===== src/rtl/pwm_pkg.sv =====
`default_nettype none
// ============================================================================
// Module   : pwm_pkg
// Brief    : Shared constants for the multi-channel PWM block
// Revision : 1.0
// ============================================================================
package pwm_pkg;

    localparam int   c_DEFAULT_CW     = 20;
    localparam int   c_DEFAULT_PERIOD = 100;
    localparam int   c_MIN_PERIOD     = 2;

    localparam logic c_DIR_UP         = 1'b0;
    localparam logic c_DIR_DOWN       = 1'b1;

endpackage
`default_nettype wire


===== src/rtl/pwm_compare.sv =====
`default_nettype none
// ============================================================================
// Module   : pwm_compare
// Brief    : One PWM channel: duty shadow register and registered comparator
// Revision : 1.0
// ============================================================================
module pwm_compare
    import pwm_pkg::*;
#(
    parameter int CW = c_DEFAULT_CW
)(
    input  logic          clk,
    input  logic          rst,
    input  logic          i_load,
    input  logic [CW-1:0] i_duty,
    input  logic [CW-1:0] i_cnt,
    input  logic          i_active,
    output logic          o_pwm
);

    logic [CW-1:0] r_duty_sh;
    logic          r_pwm;

    always_ff @(posedge clk or posedge rst) begin
        if (rst) begin
            r_duty_sh <= '0;
            r_pwm     <= 1'b0;
        end else begin
            if (i_load) begin
                r_duty_sh <= i_duty;
            end
            // Compare against the shadow only, so mid-period duty writes are invisible
            r_pwm <= i_active & (i_cnt < r_duty_sh);
        end
    end

    assign o_pwm = r_pwm;

endmodule
`default_nettype wire


===== src/rtl/pwm_multi_ch.sv =====
`default_nettype none
// ============================================================================
// Module   : pwm_multi_ch
// Brief    : Multi-channel PWM with shared counter and period/duty shadowing.
//            Define PWM_CENTER_ALIGN_EN for up/down (center-aligned) counting.
// Revision : 1.0
// ============================================================================
module pwm_multi_ch
    import pwm_pkg::*;
#(
    parameter int CH             = 4,
    parameter int CW             = c_DEFAULT_CW,
    parameter int DEFAULT_PERIOD = c_DEFAULT_PERIOD
)(
    input  logic             clk,
    input  logic             rst,
    input  logic             en,
    input  logic [CW-1:0]    period,
    input  logic [CH*CW-1:0] duty,
    output logic [CH-1:0]    pwm_wave,
    output logic             period_start
);

    localparam logic [CW-1:0] c_ONE     = CW'(1);
    localparam logic [CW-1:0] c_MIN_PER = CW'(c_MIN_PERIOD);
    localparam logic [CW-1:0] c_RST_PER =
        CW'((DEFAULT_PERIOD < c_MIN_PERIOD) ? c_MIN_PERIOD : DEFAULT_PERIOD);

    logic [CW-1:0] r_cnt;
    logic [CW-1:0] r_per_sh;
    logic          r_run;
    logic          r_period_start;

    logic [CW-1:0] w_cnt_next;
    logic [CW-1:0] w_per_in;
    logic          w_active;
    logic          w_start;
    logic          w_boundary;
    logic          w_load;

    assign w_per_in = (period < c_MIN_PER) ? c_MIN_PER : period;
    assign w_active = en & r_run;
    assign w_start  = en & ~r_run;
    // Shadows track the inputs while idle and otherwise refresh only at a boundary
    assign w_load   = ~w_active | w_boundary;

`ifdef PWM_CENTER_ALIGN_EN
    logic r_dir;
    logic w_dir_next;

    always_comb begin
        w_dir_next = r_dir;
        w_cnt_next = r_cnt + c_ONE;
        if (r_dir == c_DIR_UP) begin
            if (r_cnt == r_per_sh - c_ONE) begin
                w_cnt_next = r_cnt - c_ONE;
                w_dir_next = c_DIR_DOWN;
            end
        end else begin
            w_cnt_next = r_cnt - c_ONE;
        end
        // Reaching zero is the bottom turnaround; with per_sh==2 it happens from the up phase
        w_boundary = (w_cnt_next == '0);
        if (w_boundary) begin
            w_dir_next = c_DIR_UP;
        end
    end

    always_ff @(posedge clk or posedge rst) begin
        if (rst) begin
            r_dir <= c_DIR_UP;
        end else if (w_active) begin
            r_dir <= w_dir_next;
        end else begin
            r_dir <= c_DIR_UP;
        end
    end
`else
    always_comb begin
        w_boundary = (r_cnt == r_per_sh - c_ONE);
        w_cnt_next = w_boundary ? '0 : (r_cnt + c_ONE);
    end
`endif

    always_ff @(posedge clk or posedge rst) begin
        if (rst) begin
            r_cnt          <= '0;
            r_per_sh       <= c_RST_PER;
            r_run          <= 1'b0;
            r_period_start <= 1'b0;
        end else begin
            r_run          <= en;
            r_period_start <= w_start | (w_active & w_boundary);
            r_cnt          <= w_active ? w_cnt_next : '0;
            if (w_load) begin
                r_per_sh <= w_per_in;
            end
        end
    end

    assign period_start = r_period_start;

    for (genvar gi = 0; gi < CH; gi++) begin : g_ch
        pwm_compare #(
            .CW       (CW)
        ) u_cmp (
            .clk      (clk),
            .rst      (rst),
            .i_load   (w_load),
            .i_duty   (duty[gi*CW +: CW]),
            .i_cnt    (r_cnt),
            .i_active (w_active),
            .o_pwm    (pwm_wave[gi])
        );
    end

endmodule
`default_nettype wire


===== config.mk =====
export PLATFORM = sky130hd
export DESIGN_NAME = pwm_multi_ch
export DESIGN_NICKNAME = d
export VERILOG_FILES = /design/src/rtl/pwm_pkg.sv /design/src/rtl/pwm_compare.sv /design/src/rtl/pwm_multi_ch.sv
export SDC_FILE = /design/constraint.sdc
export NUM_CORES = 1
export LEC_CHECK = 0
export BUFFER_PORTS_ARGS = -buffer_cell sky130_fd_sc_hd__buf_4
export CAP_MARGIN = 20
export CELL_PAD_IN_SITES_DETAIL_PLACEMENT = 1
export CELL_PAD_IN_SITES_GLOBAL_PLACEMENT = 1
export CORE_AREA = 2 2 121 146
export CTS_BUF_LIST = sky130_fd_sc_hd__clkbuf_2
export DETAILED_ROUTE_END_ITERATION = 7
export DIE_AREA = 0 0 123 148
export GPL_TIMING_DRIVEN = 0
export PLACE_DENSITY_LB_ADDON = 0.1
export SYNTH_ARGS = -nofsm -noshare
export SYNTH_HDL_FRONTEND = slang
export SYNTH_SLANG_ARGS = --single-unit
export TNS_END_PERCENT = 10

===== constraint.sdc =====
create_clock -name clk -period 5.69 [get_ports clk]
set_input_delay 1.707 -clock clk [delete_from_list [all_inputs] [get_ports clk]]
set_output_delay 1.707 -clock clk [all_outputs]
set_load 0.05 [all_outputs]

==> impl_metrics.ini, run 1 <==
[outcome]
run_status = finished, final reports clean

[logic_synthesis]
synth_area_leaders = dfrtp_1 (39%), mux2_4 (15%), ha_1 (12%), inv_1 (4.3%), a21o_1 (2.8%)
ys_async_sr_fraction = 1.00
syn_nets = 896
yosysUniqueCellTypes = 54
synth_area_per_cell_um2 = 11.1
synthFlopType = dfrtp_1
synth_largest_area_cell = dfrtp_1
yosysMostFrequentCell = dfrtp_1
synth_cells = 715
synth_top_area_share = 0.387
synth-seq-cells = 126
ys_warn_count = 0
synth_edf_count = 0
ys_top_cells_by_count = dfrtp_1 (123), inv_1 (90), ha_1 (78), mux2_4 (78), a21o_1 (30)
ys_seq_area_frac = 0.397
netlist_area_um2 = 7940

[cells_and_area]
fin_cells = 1072
drive_above_1_share = 0.285
fillerInstances = 1854
seq_area_um2 = 3160
nNetsFinal = 1023
area_growth_pct = 17.1
multi_input_area_um2 = 4270

[floorplan]
pin_count = 108
die_y_um = 148
fp-row-count = 52
core_um2 = 16800
die_x_um = 123
initial_core_util = 0.473
die-area_um2 = 18200

[routing]
drt_pass1_iterations = 4
drtIter0Drc = 158
wl_per_cell_um = 19.2
ant_nets = 0
route.detailed.drc = 0
routed_via_density = 5.45
num_vias = 5843
drt_wl_total_um = 20600

[clock_tree]
cts_hold_buf = 0
cts_made_buffers = 17
cts_tree = done
insertion_delay_ns = 0.73
cts.sinks = 126
postCtsSetupBuffers = 0
cts_resized = 0
clockBufferDepth = 2
htree_levels = 4
root_buffer = clkbuf_2
clkTransAtPathRegs_ns = 0.21

[global_route]
grt_start_max_net_pins = 88
grt_pass1_wl_um = 33800
grt_antenna_before_repair = 1
grt_pass1_vias = 6692
overflow = 0
groute.usage.overall = 0.241

[critical_path]
r2r_end = g_ch[1].u_cmp.r_duty_sh[13]$_DFFE_PP0P_
r2r-start = r_per_sh[0]$_DFFE_PP0P_
arrival_ns = 4.53
setup.worst_path.class = register to register
crit_required_ns = 6.29
ff2ff_path_depth = 11
crit_path_start_kind = register
end_kind = register
path_max_fanout = 10
rrSetupSlack_ns = 1.76

[hold_path]
hold_start = r_run$_DFF_PP0_
min_path_type = register to register
holdPathEnd = period_start$_DFF_PP0_
hold_path_depth = 1

[run]
cap_violations = 0

[timing]
finalMaxSlewViolations = 0
skew_ns = 0.0360
fin_setup_tns_ns = 0
max_freq_mhz = 255
period_needed_ns = 3.93
min_period_over_period = 0.690
worst_slew_pin_slew_ns = 0.977
hold_viol_final = 0
hold-worst-slack_ns = 0.479
worst_slack_ns = 1.76
rsz0062_at_grt = no
slew_headroom = 0.347
setup_viol = 0

[placed_design]
hpwlAfterDp_um = 15900
place_congestion = 0.804
place_inst = 1039
place_ws_ns = 1.81
port_buffers = 107

[power_and_ir_drop]
netSwitchingFraction = 0.304
p_per_area_nw_per_um2 = 210
power.clock.fraction = 0.303
switching_power_mw = 0.595
vdd_drop_max_mv = 0.122
p_int_mw = 1.36
p_comb_frac = 0.182
sequentialPowerShare = 0.515
p_leak_nw = 4.94
-- kinds of logic (layout without fill, tap and decap cells) --
group                      count (synthesis)  count (layout)  synth area share
AOI/OAI and AO/OA                        101             101            0.0833
xor gates and xnor gates                  36              36            0.0397
adders and majority gates                 78              78             0.123
buffers and inverters                    114             254            0.0646
DFF                                      126             126             0.397
muxes                                    101             101             0.180
other                                      0               1                 0
and+or+nand+nor                          159             159             0.113
-- how the worst max path moves through the flow --
stage	slack, ns	cells past startpoint	endpoint	from
after floorplan	0.63	1	g_ch[0].u_cmp.o_pwm$_DFF_PP0_	rst
after global placement	-0.77	2	g_ch[2].u_cmp.r_duty_sh[12]$_DFFE_PP0P_	rst
after detailed placement	1.81	11	g_ch[2].u_cmp.r_duty_sh[5]$_DFFE_PP0P_	r_per_sh[0]$_DFFE_PP0P_
after CTS	1.72	11	g_ch[1].u_cmp.r_duty_sh[13]$_DFFE_PP0P_	r_per_sh[0]$_DFFE_PP0P_
after global routing	1.41	11	g_ch[1].u_cmp.r_duty_sh[13]$_DFFE_PP0P_	r_per_sh[0]$_DFFE_PP0P_
final	1.76	11	g_ch[1].u_cmp.r_duty_sh[13]$_DFFE_PP0P_	r_per_sh[0]$_DFFE_PP0P_
-- stage by stage --
| step | utilization | instance area [µm²] | total power [mW] |
|---|---|---|---|
| 2_1_floorplan | - | 7940 | 1.24 |
| 3_3_place_gp | 0.537 | 9020 | 1.35 |
| 3_5_place_dp | 0.539 | 9050 | 1.38 |
| 4_1_cts | 0.554 | 9300 | 1.98 |
| 5_1_grt | 0.554 | 9300 | 2.06 |
| 6_report | 0.554 | 9300 | 1.96 |
-- critical path, stage by stage, from the launching register on --
cell	delay, ns
dfrtp_1	0.48
inv_1	0.11
ha_1	0.21
nor3b_1	0.81
nand4_1	0.30
a21bo_2	0.28
a211oi_1	0.26
a22oi_1	0.14
a31oi_1	0.33
buf_4	0.32
buf_6	0.23
mux2_4	0.32
-- registers in the layout, summed over array words and instances (netlist names) --
signal	cells
g_ch.u_cmp.r_duty_sh	80
r_cnt	20
period_start	1
r_run	1
r_per_sh	20
g_ch.u_cmp.o_pwm	4
-- per-layer routing --
layer / GRT usage / vias to the layer above / wire, µm
met4: 0.0750 / 0 / 446
met5: 0 / - / 0
li1: - / 2766 / -
met1: 0.283 / 2939 / 8720
met2: 0.437 / 104 / 10800
met3: 0.0475 / 34 / 639
-- power groups by stage --
stage               logic [mW]  registers, mW  clock network, mW
floorplan                0.236           1.01                  0
global placement         0.333           1.02                  0
detailed placement       0.358           1.03                  0
CTS                      0.361           1.01              0.611
global route             0.393           1.02              0.650
finish                   0.356           1.01              0.592
-- layout by cell type, fill, tap and decap left out, types with 4 or more instances in the layout --
cell        count
dfrtp_1       123
buf_4         112
inv_1          89
mux2_4         78
ha_1           78
a21o_1         30
nor2_1         27
a21oi_1        25
nand4_1        24
xnor2_1        21
mux2_1         20
and2_1         18
clkbuf_2       17
nand2_1        16
o21ai_0        15
xor2_1         15
nand3_1        14
nor4_1         11
nand2b_1       11
nor3_1         10
buf_6           8
and3_1          7
clkbuf_1        6
nor2b_1         6
o211ai_1        6
buf_2           5
a211oi_1        5
inv_6           4
clkinvlp_4      4
-- final cells by class --
class / count / share of cell area
Antenna cell: 1 / 0.000269
Buffer: 24 / 0.0188
Clock buffer: 17 / 0.00915
Clock inverter: 15 / 0.0175
Inverter: 90 / 0.0369
Multi-Input combinational cell: 475 / 0.460
Sequential cell: 126 / 0.339
Tap cell: 216 / 0.0291
Timing Repair Buffer: 108 / 0.0893
Power figures use the tool's default switching activity.
==> run 2, diff against run 1 <==
--- a/config.mk
+++ b/config.mk
@@ -9,10 +9,10 @@
 export CAP_MARGIN = 20
 export CELL_PAD_IN_SITES_DETAIL_PLACEMENT = 1
 export CELL_PAD_IN_SITES_GLOBAL_PLACEMENT = 1
-export CORE_AREA = 2 2 121 146
+export CORE_AREA = 2 2 128 154
 export CTS_BUF_LIST = sky130_fd_sc_hd__clkbuf_2
 export DETAILED_ROUTE_END_ITERATION = 7
-export DIE_AREA = 0 0 123 148
+export DIE_AREA = 0 0 130 156
 export GPL_TIMING_DRIVEN = 0
 export PLACE_DENSITY_LB_ADDON = 0.1
 export SYNTH_ARGS = -nofsm -noshare
==> constraint.sdc (replaced) <==
create_clock -name clk -period 3.25 [get_ports clk]
set_input_delay 0.975 -clock clk [delete_from_list [all_inputs] [get_ports clk]]
set_output_delay 0.975 -clock clk [all_outputs]
set_load 0.05 [all_outputs]
==> run 2 against run 1 <==
Net effect:
- the flow now finishes with violations (negative setup slack)
- via count rose by 2.4%
- register-to-register slack lost 1.8 ns
- critical path type unchanged
- highest routed layer unchanged
- total power grew 74%
- largest power group unchanged
- critical endpoint is now g_ch[1].u_cmp.r_duty_sh[12]$_DFFE_PP0P_
- sequential share of layout area is 1.9 points lower
- count of clock-buffer cells in the layout grew 1
- setup slack got worse by 1.8 ns
- largest cell class unchanged
==> impl_metrics.ini, run 2 (synthesized netlist as in run 1, its figures left out) <==
[routing]
drt_wl_total_um = 22000
route.detailed.drc = 0
drt_pass1_iterations = 4
num_vias = 5981
ant_nets = 0
routed_via_density = 5.24
wl_per_cell_um = 19.2
drtIter0Drc = 208

[critical_path]
critPathBufInv = 4
arrival_ns = 3.90
cp_slowest_cell = or4_4
path_common_cell = buf_12
end_kind = register
cp_top_family = compound AO/OA/AOI/OAI gates
crit_required_ns = 3.85
path_cells = or4_4 > buf_12 > o41ai_4 > o21ai_1 > a311oi_1 > and4bb_2 > a31oi_4 > buf_6 > buf_12 > buf_12 > mux2_4
crit_path_start_kind = register
setup.worst_path.class = register to register
path_max_fanout = 10
crit_path_max_incr_delay_ns = 0.58

[global_route]
groute.usage.overall = 0.223
grt_antenna_before_repair = 1
grt_start_max_net_pins = 37
overflow = 0
grt_pass1_wl_um = 34600
grt_pass1_vias = 6758

[power_and_ir_drop]
p_leak_nw = 5.18
p_per_area_nw_per_um2 = 345
vdd_drop_max_mv = 0.201
finalPower_mw = 3.41

[placed_design]
place_congestion = 0.794
hpwlAfterDp_um = 16500
placed_area_um2 = 9130
port_buffers = 107

[cells_and_area]
drive_above_1_share = 0.334
mostFrequentLayoutCell = buf_4
final_area_um2 = 9880
largest_register_ffs = 80
layout_common_cells = buf_4 (135), dfrtp_1 (117), inv_1 (89), mux2_4 (78), ha_1 (78)
area_growth_pct = 24.4
top_regs = g_ch.u_cmp.r_duty_sh (80), r_cnt (20), r_per_sh (20)
nNetsFinal = 1053
regMostFlops = g_ch.u_cmp.r_duty_sh

[timing]
worst_slew_pin_slew_ns = 0.816
hold_viol_final = 0
period_needed_ns = 3.31
max_freq_mhz = 303
hold-worst-slack_ns = 0.357
skew_ns = 0.0354
min_period_over_period = 1.02
worst_slack_ns = -0.0557
setup_viol = 75
slew_headroom = 0.455
fin_setup_tns_ns = -2.01
rsz0062_at_grt = yes
finalMaxSlewViolations = 0

[clock_tree]
cts.sinks = 126
htree_levels = 4
root_buffer = clkbuf_2
insertion_delay_ns = 0.72
cts_tree = done
cts_hold_buf = 0
clkTransAtPathRegs_ns = 0.22
clockBufferDepth = 2
cts_made_buffers = 17

[floorplan]
core_um2 = 18800
pin_count = 108
die_x_um = 130
fp-row-count = 55
die-area_um2 = 20300
initial_core_util = 0.423
die_y_um = 156

[outcome]
run_status = finished with violations
violations = negative setup slack

[run]
cap_violations = 0

[hold_path]
min_path_type = primary input to async pin
## run 2: cell types whose count changed in the layout (fill, tap and decap cells not counted), sizes merged
cell / change
buf: +28
clkbuf: +3
clkinv: +3
inv: -3
bufinv: -1
## run 2: final cells by class
class | instances | area, µm²
timing repair buffer | 140 | 1190
buffer | 22 | 265
clock buffer | 18 | 90.1
multi-input combinational | 475 | 4390
inverter | 90 | 342
sequential | 126 | 3160
fill | 2057 | 8910
tap | 256 | 320
clock inverter | 14 | 120
antenna | 1 | 2.50
## run 2: worst register-to-register path: cells and delay by family, from the launching register on
family / cells / cell delay [ns]
DFF: 1 / 0.47
buffers and inverters: 4 / 0.61
and+or+nand+nor: 2 / 0.89
muxes: 1 / 0.31
AOI/OAI and AO/OA: 4 / 0.92
## run 2: per-stage QoR
stage	std cells	utilization	setup slack, ns
after global placement	1078	0.483	-0.663
after floorplan	715	-	0.203
after CTS	1121	0.508	-0.0921
after detailed placement	1081	0.486	-0.758
after global routing	1142	0.526	-0.178
final	1142	0.526	-0.0557
## run 2: repair_timing
item | in CTS | in global routing
setup buffers | 9 | 17
cloned | 1 | 3
gates resized for setup | 22 | 36
setup endpoints to repair | 120 | 118
pin swaps | 3 | 10
## run 2: layer usage
metal  vias to the layer above  global-route usage  wire length (µm)
li1                       2810                   -                 -
met1                      3046               0.262              9000
met2                        97               0.409             12000
met3                        28              0.0418               594
met4                         0              0.0676               356
met5                         -                   0                 0
## run 2: where the power goes
| part | switching [mW] | internal (mW) |
|---|---|---|
| clock network | 0.655 | 0.278 |
| logic | 0.305 | 0.397 |
| registers | 0.0918 | 1.68 |
| total | 1.05 | 2.36 |
## run 2: path summary, 6_finish.rpt
kind / start / endpoint / slack (ns) / cells past startpoint
max: r_per_sh[1]$_DFFE_PP0P_ / g_ch[1].u_cmp.r_duty_sh[12]$_DFFE_PP0P_ / -0.06 / 11
min: rst / g_ch[1].u_cmp.r_duty_sh[2]$_DFFE_PP0P_ / 0.36 / 2
max reg2reg: r_per_sh[1]$_DFFE_PP0P_ / g_ch[1].u_cmp.r_duty_sh[12]$_DFFE_PP0P_ / -0.06 / 11
min reg2reg: r_run$_DFF_PP0_ / period_start$_DFF_PP0_ / 0.48 / 1
max in group asynchronous: rst / g_ch[2].u_cmp.r_duty_sh[10]$_DFFE_PP0P_ / 1.76 / 5
min in group clk: en / r_run$_DFF_PP0_ / 0.36 / 1
